File: src/rtl/fetch_sequencer_pkg.sv
// Shared definitions for the fetch sequencer: opcode encodings, instruction field
// positions and FSM state encodings.
package fetch_sequencer_pkg;

  localparam int INSTR_W = 28;
  localparam int OPC_W   = 4;
  localparam int OPC_MSB = 27;
  localparam int OPC_LSB = 24;
  localparam int DST_MSB = 23;
  localparam int DST_LSB = 16;
  localparam int SR1_MSB = 15;
  localparam int SR1_LSB = 8;
  localparam int SR0_MSB = 7;
  localparam int SR0_LSB = 0;
  localparam int IMM_MSB = 23;
  localparam int IMM_LSB = 0;

  typedef enum logic [OPC_W-1:0] {
    OP_NOP     = 4'h0,
    OP_LED     = 4'h1,
    OP_STO     = 4'h2,
    OP_ADD     = 4'h3,
    OP_SUB     = 4'h4,
    OP_MUL     = 4'h5,
    OP_IMUL    = 4'h6,
    OP_IMUL_16 = 4'h7,
    OP_BLE     = 4'h8,
    OP_JMP     = 4'h9
  } opcode_e;

  typedef enum logic [1:0] {
    ST_FETCH = 2'd0,
    ST_ISSUE = 2'd1,
    ST_WAIT  = 2'd2,
    ST_DELAY = 2'd3
  } state_e;

  // Opcodes that hand off to the multi-cycle execution unit
  function automatic logic isMultiCycle(input logic [OPC_W-1:0] opc);
    return (opc == OP_MUL) || (opc == OP_IMUL) || (opc == OP_IMUL_16);
  endfunction

endpackage

File: src/rtl/fetch_sequencer_delay_counter.sv
// Loadable down-counter used to stretch NOP immediates into stall cycles
// (only instantiated when FETCH_NOP_DELAY_EN is defined).
module delay_counter #(
  parameter int DLY_W = 24
) (
  input  logic             Clock,
  input  logic             Reset,
  input  logic             iLoad,
  input  logic [DLY_W-1:0] iLoadValue,
  input  logic             iEnable,
  output logic             oLast
);

  logic [DLY_W-1:0] count_q;
  logic [DLY_W-1:0] count_d;

  always_comb begin
    count_d = count_q;
    if (iLoad) begin
      count_d = iLoadValue;
    end else if (iEnable && (count_q != '0)) begin
      count_d = count_q - DLY_W'(1);
    end
  end

  always_ff @(posedge Clock) begin
    if (!Reset) begin
      count_q <= '0;
    end else begin
      count_q <= count_d;
    end
  end

  assign oLast = (count_q == DLY_W'(1));

endmodule

File: src/rtl/fetch_sequencer.sv
// Instruction fetch/issue controller: FETCH -> ISSUE, stalling in WAIT for
// multi-cycle ops and, with FETCH_NOP_DELAY_EN defined, in DELAY for NOP immediates.
module fetch_sequencer
  import fetch_sequencer_pkg::*;
#(
  parameter int                ADDR_W   = 16,
  parameter logic [ADDR_W-1:0] RESET_PC = '0,
  parameter int                DLY_W    = 24
) (
  input  logic               Clock,
  input  logic               Reset,
  input  logic [INSTR_W-1:0] iInstruction,
  input  logic               iBranchTaken,
  input  logic               iExecBusy,
  output logic [ADDR_W-1:0]  oAddress,
  output logic [INSTR_W-1:0] oInstruction,
  output logic               oIssue,
  output logic               oStalled
);

  state_e              state_q, state_d;
  logic [ADDR_W-1:0]   pc_q, pc_d;
  logic [INSTR_W-1:0]  ir_q, ir_d;
  logic [OPC_W-1:0]    opcode;
  logic [ADDR_W-1:0]   branchTarget;
  logic                takeBranch;

  // The NOP immediate occupies the DLY_W bits directly below the opcode
  assign opcode       = ir_q[DLY_W +: OPC_W];
  assign branchTarget = ADDR_W'(ir_q[DST_MSB:DST_LSB]);
  assign takeBranch   = (opcode == OP_JMP) || ((opcode == OP_BLE) && iBranchTaken);

`ifdef FETCH_NOP_DELAY_EN
  logic             dlyLoad;
  logic             dlyLast;
  logic [DLY_W-1:0] nopImm;

  assign nopImm = ir_q[DLY_W-1:0];

  delay_counter #(
    .DLY_W(DLY_W)
  ) u_delay_counter (
    .Clock      (Clock),
    .Reset      (Reset),
    .iLoad      (dlyLoad),
    .iLoadValue (nopImm),
    .iEnable    (state_q == ST_DELAY),
    .oLast      (dlyLast)
  );
`endif

  always_comb begin
    state_d  = state_q;
    pc_d     = pc_q;
    ir_d     = ir_q;
    oIssue   = 1'b0;
    oStalled = 1'b0;
`ifdef FETCH_NOP_DELAY_EN
    dlyLoad  = 1'b0;
`endif
    unique case (state_q)
      ST_FETCH: begin
        ir_d    = iInstruction;
        state_d = ST_ISSUE;
      end
      ST_ISSUE: begin
        oIssue = 1'b1;
        pc_d   = takeBranch ? branchTarget : pc_q + ADDR_W'(1);
        if (isMultiCycle(opcode)) begin
          state_d = ST_WAIT;
`ifdef FETCH_NOP_DELAY_EN
        end else if ((opcode == OP_NOP) && (nopImm != '0)) begin
          state_d = ST_DELAY;
          dlyLoad = 1'b1;
`endif
        end else begin
          state_d = ST_FETCH;
        end
      end
      ST_WAIT: begin
        oStalled = 1'b1;
        if (!iExecBusy) begin
          state_d = ST_FETCH;
        end
      end
`ifdef FETCH_NOP_DELAY_EN
      ST_DELAY: begin
        oStalled = 1'b1;
        if (dlyLast) begin
          state_d = ST_FETCH;
        end
      end
`endif
      default: begin
        state_d = ST_FETCH;
      end
    endcase
  end

  always_ff @(posedge Clock) begin
    if (!Reset) begin
      state_q <= ST_FETCH;
      pc_q    <= RESET_PC;
      ir_q    <= '0;
    end else begin
      state_q <= state_d;
      pc_q    <= pc_d;
      ir_q    <= ir_d;
    end
  end

  assign oAddress     = pc_q;
  assign oInstruction = ir_q;

endmodule

File: config.mk
export PLATFORM = sky130hd
export DESIGN_NAME = fetch_sequencer
export DESIGN_NICKNAME = d
export VERILOG_FILES = /design/src/rtl/fetch_sequencer_pkg.sv /design/src/rtl/fetch_sequencer_delay_counter.sv /design/src/rtl/fetch_sequencer.sv
export SDC_FILE = /design/constraint.sdc
export NUM_CORES = 1
export LEC_CHECK = 0
export ABC_AREA = 1
export CORE_ASPECT_RATIO = 0.5
export CORE_MARGIN = 5
export CORE_UTILIZATION = 30
export CTS_BUF_LIST = sky130_fd_sc_hd__clkbuf_2 sky130_fd_sc_hd__clkbuf_4 sky130_fd_sc_hd__clkbuf_8
export CTS_CLUSTER_SIZE = 16
export DETAILED_ROUTE_END_ITERATION = 16
export PLACE_DENSITY = 0.69
export SLEW_MARGIN = 20
export SYNTH_ARGS = -nofsm -noshare
export SYNTH_HDL_FRONTEND = slang
export SYNTH_SLANG_ARGS = --single-unit
File: constraint.sdc
create_clock -name Clock -period 1.9 [get_ports Clock]
set_input_delay 0.38 -clock Clock [delete_from_list [all_inputs] [get_ports Clock]]
set_output_delay 0.38 -clock Clock [all_outputs]
set_load 0.03 [all_outputs]
# --- After elaboration in Yosys (flattened, before gate mapping) ---
# Index checks and enable logic that the tools add are counted.
classes:
  n_eq_ne: 8
  n_mux: 6
  add_sub_neg: 1
  n_reduce_logical: 5
ops:
  columns: ["cell", "count"]
  rows:
  - ["adder 16 x 1 -> 16 bit (second input constant)", 1]
  - ["2-to-1 mux 16 bit", 1]
  - ["equality test 4 x 3 -> 1 bit (second input constant)", 3]
  - ["equality test 4 bit (second input constant)", 2]
  - ["one-hot mux 2 bit (3 select lines)", 1]
  - ["2-to-1 mux 2 bit", 2]
  - ["logical OR 1 bit", 3]
  - ["equality test 2 x 1 -> 1 bit (second input constant)", 1]
  - ["equality test 2 bit (second input constant)", 1]
  - ["logical NOT 2 bit", 1]
  - ["2-to-1 mux 1 bit", 2]
  - ["!= test 2 bit (second input constant)", 1]
  - ["logical AND 1 bit", 1]
word_totals:
  in_bits: 32
  reg_bits: 46
  out_inout_bits: 46
  word_cells: 23

# --- Depth between registers and ports, before layout ---
# Gate-level depths: netlist of run 1.
depth:
  ltp_word: 5
  depth_mapped: 9
  ltp_nobuf: 9

# --- Worst setup path after synthesis of run 1 ---
# Ideal clock, no wire load.
synth_path:
  path_kind: "register to register"
  startpoint: "reg pc_q[1], in the netlist oAddress[1]"
  endpoint: "reg pc_q[14], in the netlist oAddress[14]"
  n_path_buf: 0
  t_required_ps: 1790
  setup_slack_ps: 363
  path_stages_with_launch: 9
  synth_period_minus_slack_ps: 1537
  t_arrival_ps: 1426
  path_cell_list: "dfxtp_1 > ha_1 > nand2_1 > nor2_2 > nand2_1 > nor2_2 > nand3b_1 > nand2_1 > nor2_2"
synth_between:
  elab_chain_len: 2
synth_rtl:
  columns: ["item", "line", "rtl"]
  rows:
  - ["start: declaration", "fetch_sequencer.sv:22", "logic [ADDR_W-1:0] pc_q, pc_d;"]
  - ["start signal: assignment", "fetch_sequencer.sv:107", "pc_q <= pc_d;"]
  - ["adder 16 x 1 -> 16 bit", "fetch_sequencer.sv:68", "pc_d = takeBranch ? branchTarget : pc_q + ADDR_W'(1);"]
  - ["2-to-1 mux 16 bit", "fetch_sequencer.sv:68", null]
# Every way passes these cells.
# A chain may end at the register's enable or synchronous reset.

# --- Worst setup path in the final report of run 1 ---
layout_path:
  startpoint: "reg pc_q[1], in the netlist oAddress[1]"
  endpoint: "out oAddress[1]"
layout_rtl:
  columns: ["item", "line", "rtl"]
  rows:
  - ["end: declaration", "fetch_sequencer.sv:15", "output logic [ADDR_W-1:0] oAddress,"]
# No word-level cell between the ends.

==> results.sh, run 1 <==
export IMPL_leakage_nw=1.21
export IMPL_synth_edf_count=0
export IMPL_synth_top_area_cell="dfxtp_1"
export IMPL_cts_resized_gates=2
export IMPL_wl_per_cell_um=11.7
export IMPL_cp_num_buf_inv=1
export IMPL_crit_path_cell_trace="clkdlybuf4s50_1"
export IMPL_syn_inst=291
export IMPL_synth_area_per_cell_um2=6.89
export IMPL_maxCapViolations=0
export IMPL_cts_max_level=2
export IMPL_hold_path_depth=2
export IMPL_synthFlopType="dfxtp_1"
export IMPL_clk_latency_ns=0.30
export IMPL_yosysTopAreaCellShare_pct=45.9
export IMPL_via_per_inst=4.43
export IMPL_fin_nets=407
export IMPL_synthArstFlopShare_pct=0
export IMPL_finClkSkew_ns=0.00501
export IMPL_grt_pass1_wl_um=8980
export IMPL_critPathRequiredTime_ns=1.52
export IMPL_rr_endpoint="oAddress[14]"
export IMPL_yosys_warnings=0
export IMPL_grt_util_all_layers_pct=13.1
export IMPL_root_buffer="clkbuf_8"
export IMPL_rsz0062_at_grt="no"
export IMPL_final_area_um2=3020
export IMPL_multi_input_area_um2=948
export IMPL_fin_crit_sh_pct=95.8
export IMPL_wirelength_um=5490
export IMPL_cts_hold_buf=0
export IMPL_synth_seq_area_share_pct=45.9
export IMPL_grt_pass1_vias=1924
export IMPL_path_class="reg -> out"
export IMPL_pwr_share_seq_pct=46.3
export IMPL_cts_tree="done"
export IMPL_rrSetupSlack_ns=0.41
export IMPL_p_sw_mw=0.675
export IMPL_power_clock_fraction_pct=31.7
export IMPL_reg2reg_from="oAddress[1]"
export IMPL_post_dp_cell_area_um2=2910
export IMPL_synth_commonest_cells="nor2_1, nand2_1, dfxtp_1"
export IMPL_synth_area_um2=2010
export IMPL_power_density_nw_per_um2=765
export IMPL_dr_max_layer_used="met4"
export IMPL_tightest_slew_ns=0.338
export IMPL_regArea_um2=921
export IMPL_cp_max_fo=5
export IMPL_stdcell_count=467
export IMPL_gp_congestion=0.883
export IMPL_syn_nets=324
export IMPL_path_delay_family="buffers and inverters"
export IMPL_whs_endpoint="oInstruction[16]"
export IMPL_grt_max_degree=31
export IMPL_synth_most_common_cell="nor2_1"
export IMPL_synth_area_leaders="dfxtp_1, nor2_1, nand2_1, o21ai_0, inv_1"
export IMPL_portBuffers=77
export IMPL_antenna_found_initial=0
export IMPL_post_cts_buffers=0
export IMPL_post_route_drc_count=0
export IMPL_wl_met3_um=292
export IMPL_drtAntennaViolNets=0
export IMPL_die_x_um=126
export IMPL_grt_overflow=0
export IMPL_worstHoldPathType="reg -> reg"
export IMPL_finalSetupViolations=0
export IMPL_cp_slowest_cell="clkdlybuf4s50_1"
export IMPL_wl_met2_um=2700
export IMPL_hold_viol=0
export IMPL_p_comb_share_pct=22.0
export IMPL_fmax_ghz=0.549
export IMPL_insertedDiodeCount=0
export IMPL_synth_cell_types=24
export IMPL_placedCellCount=459
export IMPL_drive_gt1_share_pct=7.47
export IMPL_clk_pin_slew_worst_paths_ns=0.08
export IMPL_reg2regPathDepth=9
export IMPL_cts_num_sinks=46
export IMPL_power_share_switching_pct=29.2
export IMPL_clk_path_buf_depth=2
export IMPL_io_pins=78
export IMPL_drtIter0Drc=77
export IMPL_slew_viol_final=0
export IMPL_drtPass1Iterations=4
export IMPL_die_area_um2=8520
export IMPL_crit_path_max_incr_delay_ns=0.72
export IMPL_num_rows=21
export IMPL_die_y_um=67.8
export IMPL_cts_made_buffers=5
export IMPL_vias=2068
export IMPL_outcome="finished clean"
export IMPL_power_internal_mw=1.63
export IMPL_met1_length_um=2420
export IMPL_startpoint_type="flip-flop"
export IMPL_initial_core_util_pct=30.4
export IMPL_min_period_ns=1.82
export IMPL_setup_tns_ns=0
export IMPL_max_slew_margin_rel_pct=77.4
export IMPL_crit_arrival_ns=1.44
export IMPL_dp_hpwl_um=4060
export IMPL_fillers=691
export IMPL_ys_ff_latch=46
export IMPL_core_area_um2=6600
export IMPL_ir_drop_uv=312
export IMPL_hold_path_startpoint="oInstruction[16]"
export IMPL_syn_to_final_growth_pct=50.5
export IMPL_worstSetupEndpointType="output pin"
export IMPL_fin_util_pct=45.8
==> per-layer routing <==
metal | global-route usage (%) | up-vias
li1 | - | 1087
met1 | 15.1 | 935
met2 | 23.9 | 38
met3 | 4.36 | 8
met4 | 4.05 | 0
met5 | 0 | -
==> stage by stage <==
step,setup slack [ns],total power [mW],hold slack [ns]
global placement,0.218,1.60,0.468
CTS,0.0605,2.34,0.487
detailed placement,0.177,1.61,0.474
finish,0.0801,2.31,0.486
global route,0.00113,2.43,0.525
floorplan,0.363,1.36,0.515
==> layout make-up <==
cell class | instances | area share [%]
Clock inverter | 3 | 1.33
Inverter | 24 | 2.98
Tap cell | 92 | 3.81
Sequential cell | 46 | 30.5
Timing Repair Buffer | 86 | 27.7
Multi-Input combinational cell | 211 | 31.4
Clock buffer | 5 | 2.28
==> cell families (layout without fill, tap and decap cells) <==
group | Yosys count | count (layout) | share of synthesized area, %
flip-flops | 46 | 46 | 45.9
adder cells (fa/ha/maj) | 1 | 1 | 0.624
AO/OA/AOI/OAI | 51 | 51 | 13.0
AND/OR/NAND/NOR | 158 | 158 | 33.2
buffers and inverters | 34 | 118 | 6.80
XOR/XNOR | 1 | 1 | 0.437
==> worst max-delay path by stage <==
stage	end	slack, ns	start	cells after the start
2_1_floorplan	oAddress[14]	0.36	oAddress[1]	8
3_3_place_gp	oAddress[12]	0.22	iBranchTaken	8
3_5_place_dp	oAddress[8]	0.18	iBranchTaken	8
4_1_cts	oAddress[3]	0.06	oAddress[3]	1
5_1_grt	oAddress[3]	0.001	oAddress[3]	1
6_report	oAddress[1]	0.08	oAddress[1]	1
==> sequential cells by signal (all words and copies together), names as in the netlist <==
register / count
oInstruction: 28
oAddress: 16
state_q: 2
==> cell usage in the layout (no fill, tap or decap), drive strengths merged <==
master,synthesis,layout
bufinv,0,1
o21bai,2,2
clkbuf,4,5
nor3,3,3
nand2,54,54
nand3b,1,1
inv,23,23
ha,1,1
nand3,10,10
clkdlybuf4s50,0,75
o21ai,37,37
nand4,4,4
buf,6,9
dfxtp,46,46
a31oi,1,1
a21oi,11,11
dlygate4sd2,0,2
xor2,1,1
clkinv,1,3
nor2,86,86
==> power by group through the flow <==
| stage | logic, mW | clock network (mW) | registers (mW) |
|---|---|---|---|
| after global placement | 0.512 | 0 | 1.09 |
| final | 0.508 | 0.733 | 1.07 |
| after detailed placement | 0.514 | 0 | 1.09 |
| after global routing | 0.549 | 0.803 | 1.08 |
| after floorplan | 0.153 | 0 | 1.21 |
| after CTS | 0.514 | 0.758 | 1.07 |
Power figures use the tool's default switching activity.
==> run 2, diff against run 1 <==
--- a/config.mk
+++ b/config.mk
@@ -6,10 +6,10 @@
 export NUM_CORES = 1
 export LEC_CHECK = 0
 export ABC_AREA = 1
-export CORE_ASPECT_RATIO = 0.5
+export CAP_MARGIN = 15
 export CORE_MARGIN = 5
 export CORE_UTILIZATION = 30
-export CTS_BUF_LIST = sky130_fd_sc_hd__clkbuf_2 sky130_fd_sc_hd__clkbuf_4 sky130_fd_sc_hd__clkbuf_8
+export CTS_BUF_LIST = sky130_fd_sc_hd__clkbuf_2
 export CTS_CLUSTER_SIZE = 16
 export DETAILED_ROUTE_END_ITERATION = 16
 export PLACE_DENSITY = 0.69
==> run 2 against run 1 <==
  * Flip-flop and latch count unchanged
  * Non-clock buffer count decreased by 1
  * First-iteration DRC count increased by 61%
  * Combinational power decreased by 6.7%
  * Cell count decreased by 3.4%
  * Critical path type unchanged
  * Largest power group unchanged
==> results.sh, run 2 (synthesis gave the netlist of run 1 again) <==
export IMPL_outcome="finished clean"
export IMPL_rsz0062_at_grt="no"
export IMPL_cp_max_fo=2
export IMPL_grt_util_all_layers_pct=13.2
export IMPL_ir_drop_uv=410
export IMPL_reg2reg_from="oAddress[1]"
export IMPL_hold_viol=0
export IMPL_min_period_ns=1.83
export IMPL_syn_to_final_growth_pct=46.8
export IMPL_finClkSkew_ns=0.0180
export IMPL_placedCellCount=443
export IMPL_vias=2081
export IMPL_crit_arrival_ns=1.45
export IMPL_cts_max_level=2
export IMPL_worstHoldPathType="in -> reg"
export IMPL_drtAntennaViolNets=0
export IMPL_fin_util_pct=45.8
export IMPL_max_slew_margin_rel_pct=76.6
export IMPL_cts_made_buffers=5
export IMPL_power_density_nw_per_um2=710
export IMPL_num_rows=29
export IMPL_path_delay_family="buffers and inverters"
export IMPL_setup_slack_ns=0.0651
export IMPL_met2_usage_pct=21.7
export IMPL_rr_endpoint="oAddress[14]"
export IMPL_total_power_mw=2.09
export IMPL_slew_viol_final=0
export IMPL_maxCapViolations=0
export IMPL_layout_common_cells="nor2_1, nand2_1, dfxtp_1, o21ai_0, clkdlybuf4s50_1"
export IMPL_cts_tree="done"
export IMPL_grt_pass1_vias=2000
export IMPL_grt_overflow=0
export IMPL_stdcell_count=451
export IMPL_reg2regPathDepth=9
export IMPL_cp_num_buf_inv=1
export IMPL_antenna_found_initial=0
export IMPL_hold_path_startpoint="iExecBusy"
export IMPL_critPathRequiredTime_ns=1.52
export IMPL_post_place_ws_ns=0.153
export IMPL_insertedDiodeCount=0
export IMPL_startpoint_type="flip-flop"
export IMPL_grtUsageMet3_pct=6.46
export IMPL_regArea_um2=922
export IMPL_largest_reg_flops=28
export IMPL_worstSetupEndpointType="output pin"
export IMPL_initial_core_util_pct=31.2
export IMPL_fin_crit_sh_pct=96.6
export IMPL_wirelength_um=5580
export IMPL_drive_gt1_share_pct=8.02
export IMPL_wl_per_cell_um=12.4
export IMPL_clk_path_buf_depth=2
export IMPL_grt_pass1_wl_um=9120
export IMPL_rrSetupSlack_ns=0.37
export IMPL_crit_path_cell_trace="clkdlybuf4s50_1"
export IMPL_gp_congestion=0.818
export IMPL_die_area_um2=8420
export IMPL_busiest_layer="met2"
export IMPL_clk_latency_ns=0.41
export IMPL_grt_max_degree=31
export IMPL_dp_hpwl_um=4150
export IMPL_finalSetupViolations=0
export IMPL_core_area_um2=6420
export IMPL_drtPass1Iterations=4
export IMPL_crit_path_max_incr_delay_ns=0.67
export IMPL_whs_ns=0.481
export IMPL_fmax_ghz=0.545
export IMPL_portBuffers=77
export IMPL_post_route_drc_count=0
export IMPL_globalRouteMet1Util_pct=15.4
export IMPL_cp_slowest_cell="clkdlybuf4s50_1"
export IMPL_tightest_slew_ns=0.353
export IMPL_drtIter0Drc=124
export IMPL_hold_path_depth=3
export IMPL_post_dp_cell_area_um2=2890
export IMPL_fin_nets=406
export IMPL_leakage_nw=1.47
export IMPL_cts_num_sinks=46
export IMPL_setup_tns_ns=0
export IMPL_post_cts_buffers=0
export IMPL_path_class="reg -> out"
export IMPL_via_per_inst=4.61
export IMPL_whs_endpoint="state_q[1]"
export IMPL_clk_pin_slew_worst_paths_ns=0.24
export IMPL_final_area_um2=2940
export IMPL_root_buffer="clkbuf_2"
export IMPL_fillers=655
export IMPL_die_y_um=91.8
export IMPL_multi_input_area_um2=948
export IMPL_io_pins=78
export IMPL_final_common_cell="nor2_1"
export IMPL_cts_hold_buf=0
export IMPL_die_x_um=91.8
-- run 2: changes by cell type in the layout (fill, tap and decap cells not counted), moves of 2 or more --
| cell | delta |
|---|---|
| clkbuf_8 | -5 |
| clkinv_2 | -2 |
| dlymetal6s2s_1 | +12 |
| clkbuf_2 | +7 |
| clkdlybuf4s50_1 | -42 |
| dlygate4sd2_1 | +28 |
-- run 2: final cells by class --
type / count / area share [%]
inverter: 24 / 3.06
clock inverter: 2 / 1.27
clock buffer: 6 / 1.02
timing repair buffer: 85 / 27.8
sequential: 46 / 31.3
multi-input combinational: 211 / 32.2
tap: 77 / 3.27
-- run 2: worst register-to-register path, stage by stage, from the launching register on --
cell     delay [ns]
dfxtp_1        0.46
ha_1           0.19
nand2_1        0.13
nor2_2         0.17
nand2_1        0.09
nor2_2         0.18
nand3_1        0.10
nand2_1        0.07
inv_1          0.04
nor2_2         0.06
-- run 2: repair_timing --
action	CTS	global route
hold endpoints to repair	0	0
gates resized for setup	34	15
endpoints found under the setup margin	32	14
-- run 2: power by group --
group          leakage [nW]  switching [mW]  internal, mW
registers             0.380          0.0440          1.03
logic                  1.05           0.285         0.189
clock network        0.0392           0.316         0.227
-- run 2: worst max path at each step --
stage | slack (ns) | cells past startpoint | startpoint | to
after floorplan | 0.36 | 8 | oAddress[1] | oAddress[14]
after CTS | 0.0008 | 1 | oInstruction[10] | oInstruction[10]
after global routing | 0.00005 | 1 | oInstruction[15] | oInstruction[15]
after global placement | 0.19 | 8 | iBranchTaken | oAddress[12]
final | 0.07 | 1 | oInstruction[15] | oInstruction[15]
after detailed placement | 0.15 | 8 | iBranchTaken | oAddress[12]
-- run 2: layer usage --
layer  vias to the layer above  wire [um]
met2                        70       2480
met5                         -          0
met1                       921       2440
li1                       1083          -
met3                         7        610
met4                         0         54
